==> src/rtl/disp_seq_pkg.sv <==
// disp_seq_pkg: shared definitions for display_sequencer.
//   state_e      : sequencer states
//   NDIGITS      : digits per frame
//   encode_din   : (blank, nibble, dot) -> DIN {on, nibble, dp_n}
//   encode_digit : pick digit k out of a packed frame and encode it
package disp_seq_pkg;

  localparam int NDIGITS = 8;

  typedef enum logic [2:0] {
    IDLE,
    SETUP,
    STROBE,
    RELEASE,
    DONE
  } state_e;

  // A dark digit is written as all-zero nibble with the dot forced off, so a
  // blanked position always encodes to the same value whatever the data holds.
  function automatic logic [5:0] encode_din(input logic blank, input logic [3:0] nib,
                                            input logic dot);
    return blank ? 6'b000001 : {1'b1, nib, ~dot};
  endfunction

  function automatic logic [5:0] encode_digit(input logic [31:0] data, input logic [7:0] blank,
                                              input logic [7:0] dot, input logic [2:0] k);
    return encode_din(blank[k], data[{k, 2'b00} +: 4], dot[k]);
  endfunction

endpackage

==> src/rtl/display_sequencer_rr_arbiter.sv <==
// rr_arbiter: combinational round-robin pick.
//   req_i : pending requests
//   ptr_i : index of the last owner; search starts at ptr_i+1 (cyclic)
//   gnt_o : one-hot grant
//   idx_o : index of the granted requester
//   vld_o : some request was granted
module rr_arbiter #(
  parameter int NREQ = 2
) (
  input  logic [NREQ-1:0] req_i,
  input  logic [2:0]      ptr_i,
  output logic [NREQ-1:0] gnt_o,
  output logic [2:0]      idx_o,
  output logic            vld_o
);

  logic [7:0] req_ext;
  logic [3:0] cand;

  always_comb begin
    req_ext = 8'(req_i);
    vld_o   = 1'b0;
    idx_o   = '0;
    cand    = '0;
    gnt_o   = '0;
    // ptr_i < NREQ, so one conditional subtract wraps the candidate.
    for (int off = 1; off <= NREQ; off++) begin
      cand = {1'b0, ptr_i} + 4'(off);
      if (cand >= 4'(NREQ)) cand = cand - 4'(NREQ);
      if (!vld_o && req_ext[cand[2:0]]) begin
        vld_o = 1'b1;
        idx_o = cand[2:0];
      end
    end
    for (int i = 0; i < NREQ; i++) gnt_o[i] = vld_o && (idx_o == 3'(i));
  end

endmodule

==> src/rtl/display_sequencer.sv <==
// display_sequencer: shares the 8-digit seven-segment write port between NREQ
// requesters. A granted frame is latched into a shadow copy and replayed
// digit 0..7 as SETUP / STROBE(HOLD) / RELEASE on WADD/DIN/enter; the owner
// gets a one-cycle ack when the frame is done.
//   clk, rst_n            : clock, async active-low reset
//   req[NREQ]             : frame pending per requester
//   frame_data[NREQ*32]   : nibble per digit
//   frame_blank[NREQ*8]   : 1 = digit dark
//   frame_dp[NREQ*8]      : 1 = dot lit
//   ack[NREQ]             : frame-done pulse to the owner
//   busy                  : grant .. DONE
//   grant_id              : current/last owner
//   WADD, DIN, enter      : display write port (all registered)
// Option: DISP_SEQ_SKIP_UNCHANGED_EN keeps a per-digit cache of the last DIN
// written and skips digits whose encoding is unchanged.
module display_sequencer
  import disp_seq_pkg::*;
#(
  parameter int NREQ = 2,
  parameter int HOLD = 4
) (
  input  logic              clk,
  input  logic              rst_n,
  input  logic [NREQ-1:0]   req,
  input  logic [NREQ*32-1:0] frame_data,
  input  logic [NREQ*8-1:0] frame_blank,
  input  logic [NREQ*8-1:0] frame_dp,
  output logic [NREQ-1:0]   ack,
  output logic              busy,
  output logic [2:0]        grant_id,
  output logic [2:0]        WADD,
  output logic [5:0]        DIN,
  output logic              enter
);

  localparam int HW = (HOLD > 1) ? $clog2(HOLD) : 1;

  state_e          state_q, state_d;
  logic [2:0]      digit_q, digit_d, next_dig;
  logic [HW-1:0]   cnt_q, cnt_d;
  logic [31:0]     sh_data_q, sh_data_d;
  logic [7:0]      sh_blank_q, sh_blank_d, sh_dp_q, sh_dp_d;
  logic [2:0]      ptr_q, ptr_d, gid_q, gid_d;
  logic [2:0]      wadd_q, wadd_d;
  logic [5:0]      din_q, din_d;
  logic            enter_q, enter_d, busy_q, busy_d;
  logic [NREQ-1:0] ack_q, ack_d;

  logic [NREQ-1:0] arb_gnt;
  logic [2:0]      arb_idx;
  logic            arb_vld;
  logic [31:0]     src_data;
  logic [7:0]      src_blank, src_dp;
  logic            advance, skip_hit;

  rr_arbiter #(.NREQ(NREQ)) u_arb (
    .req_i (req),
    .ptr_i (ptr_q),
    .gnt_o (arb_gnt),
    .idx_o (arb_idx),
    .vld_o (arb_vld)
  );

  // One-hot mux of the granted requester's frame.
  always_comb begin
    src_data  = '0;
    src_blank = '0;
    src_dp    = '0;
    for (int i = 0; i < NREQ; i++) begin
      if (arb_gnt[i]) begin
        src_data  = frame_data[i*32 +: 32];
        src_blank = frame_blank[i*8 +: 8];
        src_dp    = frame_dp[i*8 +: 8];
      end
    end
  end

`ifdef DISP_SEQ_SKIP_UNCHANGED_EN
  logic [NDIGITS-1:0][5:0] cache_q, cache_d;
  logic [NDIGITS-1:0]      cvld_q, cvld_d;

  always_comb begin
    cache_d = cache_q;
    cvld_d  = cvld_q;
    if (state_q == RELEASE) begin
      cache_d[wadd_q] = din_q;
      cvld_d[wadd_q]  = 1'b1;
    end
  end

  // din_q already holds encode(digit) while in SETUP.
  assign skip_hit = cvld_q[digit_q] && (cache_q[digit_q] == din_q);

  always_ff @(posedge clk or negedge rst_n) begin
    if (!rst_n) begin
      cache_q <= '0;
      cvld_q  <= '0;
    end else begin
      cache_q <= cache_d;
      cvld_q  <= cvld_d;
    end
  end
`else
  assign skip_hit = 1'b0;
`endif

  always_comb begin
    state_d    = state_q;
    digit_d    = digit_q;
    cnt_d      = cnt_q;
    sh_data_d  = sh_data_q;
    sh_blank_d = sh_blank_q;
    sh_dp_d    = sh_dp_q;
    ptr_d      = ptr_q;
    gid_d      = gid_q;
    wadd_d     = wadd_q;
    din_d      = din_q;
    enter_d    = 1'b0;
    ack_d      = '0;
    advance    = 1'b0;
    next_dig   = digit_q + 3'd1;

    case (state_q)
      IDLE: begin
        if (arb_vld) begin
          sh_data_d  = src_data;
          sh_blank_d = src_blank;
          sh_dp_d    = src_dp;
          gid_d      = arb_idx;
          digit_d    = 3'd0;
          wadd_d     = 3'd0;
          // Shadow is loading this edge, so encode straight from the inputs.
          din_d      = encode_digit(src_data, src_blank, src_dp, 3'd0);
          state_d    = SETUP;
        end
      end
      SETUP: begin
        if (skip_hit) begin
          advance = 1'b1;
        end else begin
          enter_d = 1'b1;
          cnt_d   = HW'(HOLD - 1);
          state_d = STROBE;
        end
      end
      STROBE: begin
        if (cnt_q == '0) begin
          state_d = RELEASE;
        end else begin
          enter_d = 1'b1;
          cnt_d   = cnt_q - HW'(1);
        end
      end
      RELEASE: advance = 1'b1;
      DONE: begin
        ptr_d   = gid_q;
        state_d = IDLE;
      end
      default: state_d = IDLE;
    endcase

    if (advance) begin
      if (digit_q == 3'(NDIGITS - 1)) begin
        state_d = DONE;
        for (int i = 0; i < NREQ; i++) ack_d[i] = (gid_q == 3'(i));
      end else begin
        digit_d = next_dig;
        wadd_d  = next_dig;
        din_d   = encode_digit(sh_data_q, sh_blank_q, sh_dp_q, next_dig);
        state_d = SETUP;
      end
    end
  end

  assign busy_d = (state_d != IDLE);

  always_ff @(posedge clk or negedge rst_n) begin
    if (!rst_n) begin
      state_q    <= IDLE;
      digit_q    <= '0;
      cnt_q      <= '0;
      sh_data_q  <= '0;
      sh_blank_q <= '0;
      sh_dp_q    <= '0;
      ptr_q      <= 3'(NREQ - 1);
      gid_q      <= '0;
      wadd_q     <= '0;
      din_q      <= '0;
      enter_q    <= 1'b0;
      busy_q     <= 1'b0;
      ack_q      <= '0;
    end else begin
      state_q    <= state_d;
      digit_q    <= digit_d;
      cnt_q      <= cnt_d;
      sh_data_q  <= sh_data_d;
      sh_blank_q <= sh_blank_d;
      sh_dp_q    <= sh_dp_d;
      ptr_q      <= ptr_d;
      gid_q      <= gid_d;
      wadd_q     <= wadd_d;
      din_q      <= din_d;
      enter_q    <= enter_d;
      busy_q     <= busy_d;
      ack_q      <= ack_d;
    end
  end

  assign ack      = ack_q;
  assign busy     = busy_q;
  assign grant_id = gid_q;
  assign WADD     = wadd_q;
  assign DIN      = din_q;
  assign enter    = enter_q;

endmodule

==> config.mk <==
export PLATFORM = sky130hd
export DESIGN_NAME = display_sequencer
export DESIGN_NICKNAME = d
export VERILOG_FILES = /design/src/rtl/disp_seq_pkg.sv /design/src/rtl/display_sequencer_rr_arbiter.sv /design/src/rtl/display_sequencer.sv
export SDC_FILE = /design/constraint.sdc
export NUM_CORES = 1
export LEC_CHECK = 0
export BUFFER_PORTS_ARGS = -buffer_cell sky130_fd_sc_hd__buf_4
export CAP_MARGIN = 20
export CORE_ASPECT_RATIO = 1.1
export CORE_MARGIN = 8
export CORE_UTILIZATION = 47
export CTS_CLUSTER_SIZE = 25
export DETAILED_ROUTE_END_ITERATION = 10
export PLACE_DENSITY = 0.85
export SYNTH_ARGS = -nofsm -noshare
export SYNTH_HDL_FRONTEND = slang
export SYNTH_SLANG_ARGS = --single-unit
==> constraint.sdc <==
create_clock -name clk -period 2.43 [get_ports clk]
set_clock_uncertainty 0.2 [all_clocks]
set_input_delay 0.486 -clock clk [delete_from_list [all_inputs] [get_ports clk]]
set_output_delay 0.486 -clock clk [all_outputs]
set_load 0.005 [all_outputs]
==> metrics.yaml, run 1 <==
clock_network:
  htree_levels: 3
  cts_num_sinks: 75
  clk_pin_slew_ps: 80
  cts_tree: "yes"
  cts_buffers: 9
  clockBufferDepth: 2
  root_buffer: "clkbuf_8"
  clkLatencyLatePin_ps: 360
global_route:
  grt_use_total_pct: 19.9
  grt_pass1_vias: 3634
  grt_overflow: 0
  grt_first_pass_wirelength_microns: 17500
  antenna_found_initial: 0
  grt_max_degree: 44
yosys:
  synth_most_common_cell: "dfrtp_1"
  synth_nets: 451
  synth.ff_latch_count: 75
  synth_enable_flop_cells: 0
  synth.largest_area_cell: "dfrtp_1"
  synth.avg_cell_area_sq_um: 11.2
  syn-cell-area_sq_mm: 0.00384
  synth-main-ff-cell: "dfrtp_1"
  synth.top_cells.by_count: "dfrtp_1 (74), nor2_1 (57), mux2i_1 (51), a21oi_1 (49), buf_2 (15)"
  synth.top_cell.area_share_pct: 48.2
  synth-seq-area-share_pct: 48.9
  synth.distinct_cells: 38
  ys.warnings.count: 0
  netlist_top_cells_area: "dfrtp_1 (48%), mux2i_1 (13%), mux4_2 (7.0%)"
  synthArstFlopShare_pct: 100
  synth_cells: 342
final_layout:
  layout-drive-gt1-share_pct: 50.1
  postLayoutCoreUtil_pct: 74.3
  stdcell_count: 603
  syn2layout_area_growth_pct: 53.0
  nNetsFinal: 599
  antenna_cells: 0
timing:
  fin_crit_sh_pct: 110
  hold_viol: 0
  setup_tns_ps: -8540
  setup_viol: 63
  slew_viol_final: 0
  slew_headroom_pct: 50.6
  min_period_ps: 2680
  rsz0062_at_grt: "yes"
  fin_ws_ps: -250
  worst_slew_pin_slew_ps: 740
  whs_ps: 216
  max_freq_mhz: 373
setup_path:
  worstSetupPathType: "reg2reg"
  slowest_delay_ps: 620
  cp_common_cell: "buf_6"
  crit_slowest_cell: "dfstp_2"
  cp.required_ps: 2470
  start_kind: "register"
  crit_path_cell_trace: "inv_2 > ha_4 > nor3b_4 > xnor2_2 > a21oi_2 > nor4_4 > buf_6 > buf_6 > buf_12 > o32ai_2 > a21oi_1"
  cp-end-kind: "register"
  arrival_ps: 2720
  crit_fanout: 11
drt:
  finalWirelength_microns: 13400
  drc_errors: 0
  drt_first_pass_iters: 6
  via_per_inst: 5.80
  wl_per_cell_microns: 22.2
  ant_nets: 0
  num_vias: 3496
  drt_iter0_markers: 230
floorplanning:
  ios: 116
  die_area_sq_mm: 0.0113
  die_y_microns: 111
  die_x_microns: 102
  initial_utilization_pct: 48.5
  num_rows: 34
  fp.coreArea_sq_mm: 0.00791
power_and_ir_drop:
  powerDensity_mw_per_mm2: 455
  peakVddDrop_mv: 0.238
  p_leak_nw: 2.85
status:
  violations: "negative setup slack"
  status: "finished with violations"
placement:
  dp.cells: 567
  port_buffers: 115
  place.gp.congestion: 0.798
  hpwl_microns: 7930
worst_hold_path:
  hold_class: "in2reg"
job:
  cap_violations: 0
==> through the flow <==
| step | worst slack, ps | total power [mW] | cell area [sq um] |
|---|---|---|---|
| 2_1_floorplan | -137 | 1.46 | 3890 |
| 3_3_place_gp | -92.2 | 1.65 | 5030 |
| 3_5_place_dp | -267 | 1.67 | 5030 |
| 4_1_cts | -65.4 | 2.55 | 5420 |
| 5_1_grt | -301 | 2.75 | 5880 |
| 6_report | -250 | 2.67 | 5880 |
==> power breakdown <==
part / leakage (nW) / switching, mW / internal (mW)
Sequential: 1.02 / 0 / 1.26
Clock: 0.0905 / 0.457 / 0.425
Combinational: 1.74 / 0.230 / 0.304
Total: 2.85 / 0.687 / 1.99
==> registers in the layout (all words and copies together) (netlist names), 2 cells and up <==
register    flops
DIN             6
state_q         3
sh_data_q      32
cnt_q           2
ptr_q           3
WADD            3
ack             2
sh_blank_q      8
grant_id        3
digit_q         3
sh_dp_q         8
==> repair_timing <==
action	4_1_cts	5_1_grt
hold endpoints to repair	32	0
pin swaps	22	13
endpoints found under the setup margin	60	62
hold buffers	1	0
gates resized for setup	26	64
cloned	2	6
buffers inserted	5	6
==> cells by family after synthesis <==
kind of cell / share of synthesized area (%)
XOR/XNOR: 1.11
AO/OA/AOI/OAI: 10.8
adder cells (fa/ha/maj): 2.93
flip-flops: 48.9
multiplexers: 23.0
AND/OR/NAND/NOR: 9.74
buffers and inverters: 3.52
==> worst max-delay path: cells and delay by family, from the launching register on <==
kind,cells,cell delay (ps)
flip-flops,1,620
AND/OR/NAND/NOR,2,320
XOR/XNOR,1,130
AO/OA/AOI/OAI,3,590
buffers and inverters,4,530
adder cells (fa/ha/maj),1,170
==> final timing paths <==
path | start | end | slack [ps] | depth (start not counted)
worst min-delay path | frame_data[27] | sh_data_q[27] | 220 | 3
min in group asynchronous | rst_n | sh_data_q[9] | 410 | 2
max in group asynchronous | rst_n | ptr_q[0] | 1010 | 3
worst max register to register | ptr_q[0] | DIN[0] | -250 | 11
worst min register to register | WADD[0] | WADD[0] | 310 | 1
worst max-delay path | ptr_q[0] | DIN[0] | -250 | 11
==> layout make-up <==
class	count	area, sq um
Clock buffer	14	163
Sequential cell	75	1880
Clock inverter	2	10.0
Fill cell	490	2040
Inverter	7	26.3
Multi-Input combinational cell	237	2170
Timing Repair Buffer	160	1500
Tap cell	108	135
==> layer usage <==
metal	track usage [%]	vias up	wire (microns)
met1	22.1	1727	4790
li1	-	1517	-
met3	4.96	51	958
met2	33.4	199	7010
met4	11.3	2	585
met5	0	-	15
==> layout by cell type, fill, tap and decap left out, types with 3 or more instances in the layout <==
cell,n
a21oi_2,17
nor2_1,49
o21ai_0,5
nor2_2,5
mux2i_1,34
mux2_4,6
nor2_4,4
a22o_1,4
mux4_2,12
clkbuf_8,11
buf_6,8
buf_16,3
dfrtp_1,74
buf_12,8
nand2_1,8
nor2b_1,4
clkbuf_16,5
a221o_1,4
mux2i_4,9
a21oi_1,32
clkbuf_1,3
ha_1,7
inv_1,5
mux2i_2,8
buf_4,133
No activity file was read; power rests on OpenSTA's default activity.
==> run 2: changes to the inputs <==
- CORE_UTILIZATION: 47 -> 48
- CTS_BUF_LIST: not set -> sky130_fd_sc_hd__clkbuf_8
- PLACE_DENSITY: 0.85 -> 0.86
==> metrics.yaml, run 2 (same netlist as run 1, synthesis figures left out) <==
final_layout:
  fin_area_sq_mm: 0.00549
  syn2layout_area_growth_pct: 42.8
  layout-drive-gt1-share_pct: 43.0
  layout_common_cells: "buf_4 (133), dfrtp_1 (73), nor2_1 (56)"
  postLayoutCoreUtil_pct: 70.1
  antenna_cells: 0
  largest_reg_flops: 32
  nNetsFinal: 589
  reg_top3: "sh_data_q x32, sh_blank_q x8, sh_dp_q x8"
  final_common_cell: "buf_4"
  top_register: "sh_data_q"
  nFillCells: 548
drt:
  drc_errors: 0
  drt_first_pass_iters: 5
  ant_nets: 0
  via_per_inst: 5.44
  num_vias: 3221
  drt_iter0_markers: 166
  wl_per_cell_microns: 18.5
  finalWirelength_microns: 11000
placement:
  port_buffers: 115
  hpwl_microns: 7530
  place.gp.congestion: 0.830
  pre_cts_ws_ps: -216
  placed_cell_area_sq_mm: 0.00498
clock_network:
  cts_tree: "yes"
  cts_buffers: 9
  root_buffer: "clkbuf_8"
  clockBufferDepth: 2
  clk_pin_slew_ps: 80
  clkLatencyLatePin_ps: 350
  cts_num_sinks: 75
  htree_levels: 3
setup_path:
  start_kind: "register"
  arrival_ps: 2760
  crit_fanout: 6
  rr_worst_depth: 9
  cp-end-kind: "register"
  worstSetupPathType: "reg2reg"
  cp.required_ps: 2510
floorplanning:
  die_y_microns: 110
  initial_utilization_pct: 49.1
  ios: 116
  num_rows: 34
  die_area_sq_mm: 0.0111
  fp.coreArea_sq_mm: 0.00783
  die_x_microns: 101
timing:
  max_freq_mhz: 373
  fin_crit_sh_pct: 110
  slew_headroom_pct: 54.6
  hold_viol: 0
  worst_slew_pin_slew_ps: 672
  setup_viol: 60
  slew_viol_final: 0
  fin_ws_ps: -251
  min_period_ps: 2680
  rsz0062_at_grt: "yes"
  whs_ps: 233
power_and_ir_drop:
  p_leak_nw: 2.76
  powerDensity_mw_per_mm2: 484
  peakVddDrop_mv: 0.244
global_route:
  grt_max_degree: 48
  grt_first_pass_wirelength_microns: 16900
  grt_overflow: 0
  grt_pass1_vias: 3490
  antenna_found_initial: 0
  grt_use_total_pct: 19.5
worst_hold_path:
  hold_depth: 3
  hold_class: "in2reg"
job:
  cap_violations: 0
status:
  status: "finished with violations"
  violations: "negative setup slack"
-- run 2: cell count changes in the layout (fill, tap and decap cells not counted), sizes merged --
cell    change
clkbuf      -8
buf         -7
clkinv      +2
bufbuf      +1
bufinv      +1
-- run 2: final cells by class --
cell class	count	area, sq um	share of cell area (%)
Clock buffer	10	138	2.51
Timing Repair Buffer	150	1290	23.6
Clock inverter	5	53.8	0.981
Inverter	7	26.3	0.479
Sequential cell	75	1880	34.3
Multi-Input combinational cell	237	1960	35.7
Tap cell	108	135	2.46
-- run 2: per-layer routing --
metal  wire [microns]  vias to the layer above  GRT usage (%)
li1                 -                     1494              -
met1             4300                     1591           23.4
met2             5770                      119           33.3
met3              699                       17           5.45
met4              184                        0           6.18
met5                0                        -              0
-- run 2: timing repair --
| item | 4_1_cts | 5_1_grt |
|---|---|---|
| endpoints found under the hold margin | 44 | 0 |
| hold buffers | 1 | 0 |
| setup buffers | 3 | 5 |
| endpoints found under the setup margin | 60 | 61 |
| gates cloned | 3 | 1 |
| resized for setup | 16 | 22 |
| pin swaps | 4 | 14 |
-- run 2: final timing paths --
kind / from / endpoint / slack, ps
worst max-delay path: ptr_q[0] / busy / -250
worst min-delay path: frame_data[63] / sh_data_q[31] / 230
worst max register to register: ptr_q[0] / busy / -250
worst min register to register: WADD[2] / WADD[2] / 300
max in group asynchronous: rst_n / sh_blank_q[1] / 880
min in group asynchronous: rst_n / DIN[2] / 500
-- run 2: worst max-delay path, cell delays in order (launching register included) --
cell and delay (ps):
dfstp_2 600, inv_2 60, ha_4 160, nor3b_4 230
xnor2_2 150, a21oi_2 120, buf_4 150, nor2b_2 150
o41ai_1 570, or3_1 230
-- run 2: power breakdown --
| part | switching [mW] | internal [mW] | total (mW) | leakage [nW] |
|---|---|---|---|---|
| clock network | 0.463 | 0.493 | 0.956 | 0.102 |
| registers | 0 | 1.26 | 1.26 | 1.02 |
| logic | 0.185 | 0.256 | 0.441 | 1.64 |
| total | 0.648 | 2.01 | 2.65 | 2.76 |
-- run 2: metrics by stage --
step,power [mW],TNS (ps),instances
4_1_cts,2.62,-188,586
6_report,2.65,-3040,592
2_1_floorplan,1.46,-4860,342
5_1_grt,2.75,-8640,592
3_5_place_dp,1.66,-8310,565
3_3_place_gp,1.65,-1770,565
==> run 3: changes to the inputs <==
- CAP_MARGIN: 20 -> not set
- REMOVE_ABC_BUFFERS: not set -> 1
==> metrics.yaml, run 3 (same netlist as run 1, synthesis figures left out) <==
setup_path:
  worstSetupPathType: "reg2reg"
  cp-end-kind: "register"
  r2r_start: "ptr_q[0]"
  crit_start: "ptr_q[0]"
  r2r_end: "DIN[2]"
  worstSetupEndpoint: "DIN[2]"
  cp.required_ps: 2470
  arrival_ps: 2510
  start_kind: "register"
  crit_fanout: 4
  rr_worst_depth: 9
  r2r_slack_ps: -40
floorplanning:
  die_area_sq_mm: 0.0111
  ios: 116
  die_y_microns: 110
  initial_utilization_pct: 49.1
  die_x_microns: 101
  num_rows: 34
  fp.coreArea_sq_mm: 0.00783
clock_network:
  clkLatencyLatePin_ps: 350
  cts_tree: "yes"
  htree_levels: 3
  clk_pin_slew_ps: 80
  cts_num_sinks: 75
  cts_buffers: 9
  root_buffer: "clkbuf_8"
  clockBufferDepth: 2
placement:
  port_buffers: 115
  hpwl_microns: 7460
  dp.cells: 568
  placed_cell_area_sq_mm: 0.00499
  place.gp.congestion: 0.853
timing:
  setup_viol: 20
  fin_ws_ps: -39.5
  slew_headroom_pct: 58.7
  fin_crit_sh_pct: 102
  rsz0062_at_grt: "yes"
  hold_viol: 0
  max_freq_mhz: 405
  worst_slew_pin_slew_ps: 618
  whs_ps: 229
  min_period_ps: 2470
  slew_viol_final: 0
final_layout:
  top_register: "sh_data_q"
  layout-drive-gt1-share_pct: 47.3
  stdcell_count: 603
  nNetsFinal: 599
  reg_top3: "sh_data_q x32, sh_blank_q x8, sh_dp_q x8"
  syn2layout_area_growth_pct: 48.3
  fin_area_sq_mm: 0.00570
  antenna_cells: 0
  largest_reg_flops: 32
  postLayoutCoreUtil_pct: 72.8
  layout_common_cells: "buf_4 (130), dfrtp_1 (74), nor2_1 (53)"
  final_common_cell: "buf_4"
status:
  violations: "negative setup slack"
  status: "finished with violations"
power_and_ir_drop:
  seqPwrFrac_pct: 47.1
  peakVddDrop_mv: 0.352
  p_clk_share_pct: 35.4
  powerDensity_mw_per_mm2: 469
  p_int_mw: 2.00
  p_leak_nw: 2.84
  pwr-share-comb_pct: 17.5
  p_switching_uw: 669
  p_sw_share_pct: 25.0
drt:
  finalWirelength_microns: 11100
  via_per_inst: 5.49
  drt_first_pass_iters: 4
  ant_nets: 0
  drc_errors: 0
  drt_iter0_markers: 144
  num_vias: 3311
  wl_per_cell_microns: 18.4
global_route:
  grt_pass1_vias: 3516
  grt_max_degree: 41
  antenna_found_initial: 0
  grt_overflow: 0
  grt_first_pass_wirelength_microns: 16300
  grt_use_total_pct: 18.8
worst_hold_path:
  hold_class: "in2reg"
job:
  cap_violations: 0
==> run 3: metal layers <==
metal  track usage, %  wire length [microns]
met1             21.2                   4450
met2             33.3                   5760
met3             4.18                    699
met4             8.52                    170
met5                0                      0
==> run 3: critical path, stage by stage (launching register included) <==
cell	delay [ps]
dfstp_2	590
buf_6	120
ha_4	130
xnor2_2	110
o211a_4	220
xnor2_4	120
buf_6	150
buf_12	110
mux2_4	300
a221o_1	300
==> run 3: timing repair <==
action / 4_1_cts / 5_1_grt
pin swaps: 14 / 12
hold buffers: 1 / 0
gates resized for setup: 33 / 36
gates cloned: 1 / 7
setup buffers: 9 / 2
setup endpoints to repair: 64 / 63
hold endpoints to repair: 39 / 0
==> run 3: worst min path at each step <==
stage | cells after the start | to | slack [ps] | start
after global placement | 1 | sh_data_q[7] | 280 | rst_n
final | 3 | sh_data_q[14] | 230 | frame_data[46]
after detailed placement | 1 | sh_data_q[11] | 290 | rst_n
after floorplan | 0 | DIN[0] | -10 | rst_n
after CTS | 3 | sh_data_q[14] | 210 | frame_data[46]
after global routing | 3 | sh_data_q[15] | 240 | frame_data[47]
==> run 3: area by class of cell <==
class                      count  area, sq um
clock inverter                 7         70.1
timing repair buffer         160         1440
fill                         554         2130
sequential                    75         1880
inverter                       7         26.3
clock buffer                   9          124
multi-input combinational    237         2020
tap                          108          135
==> run 3: metrics by stage <==
stage	TNS, ps	total power [mW]	setup slack (ps)
2_1_floorplan	-118930	1.46	-2300
4_1_cts	-608	2.62	-46.1
3_5_place_dp	-4090	1.66	-165
5_1_grt	-5220	2.75	-128
3_3_place_gp	-745	1.64	-93.3
6_report	-250	2.67	-39.5
==> run 3: power by group through the flow <==
stage,Clock (mW),Sequential (mW),Combinational (mW)
after global routing,0.989,1.26,0.507
after floorplan,0,1.28,0.172
after global placement,0,1.28,0.362
after CTS,0.956,1.26,0.407
after detailed placement,0,1.28,0.378
final,0.944,1.26,0.468
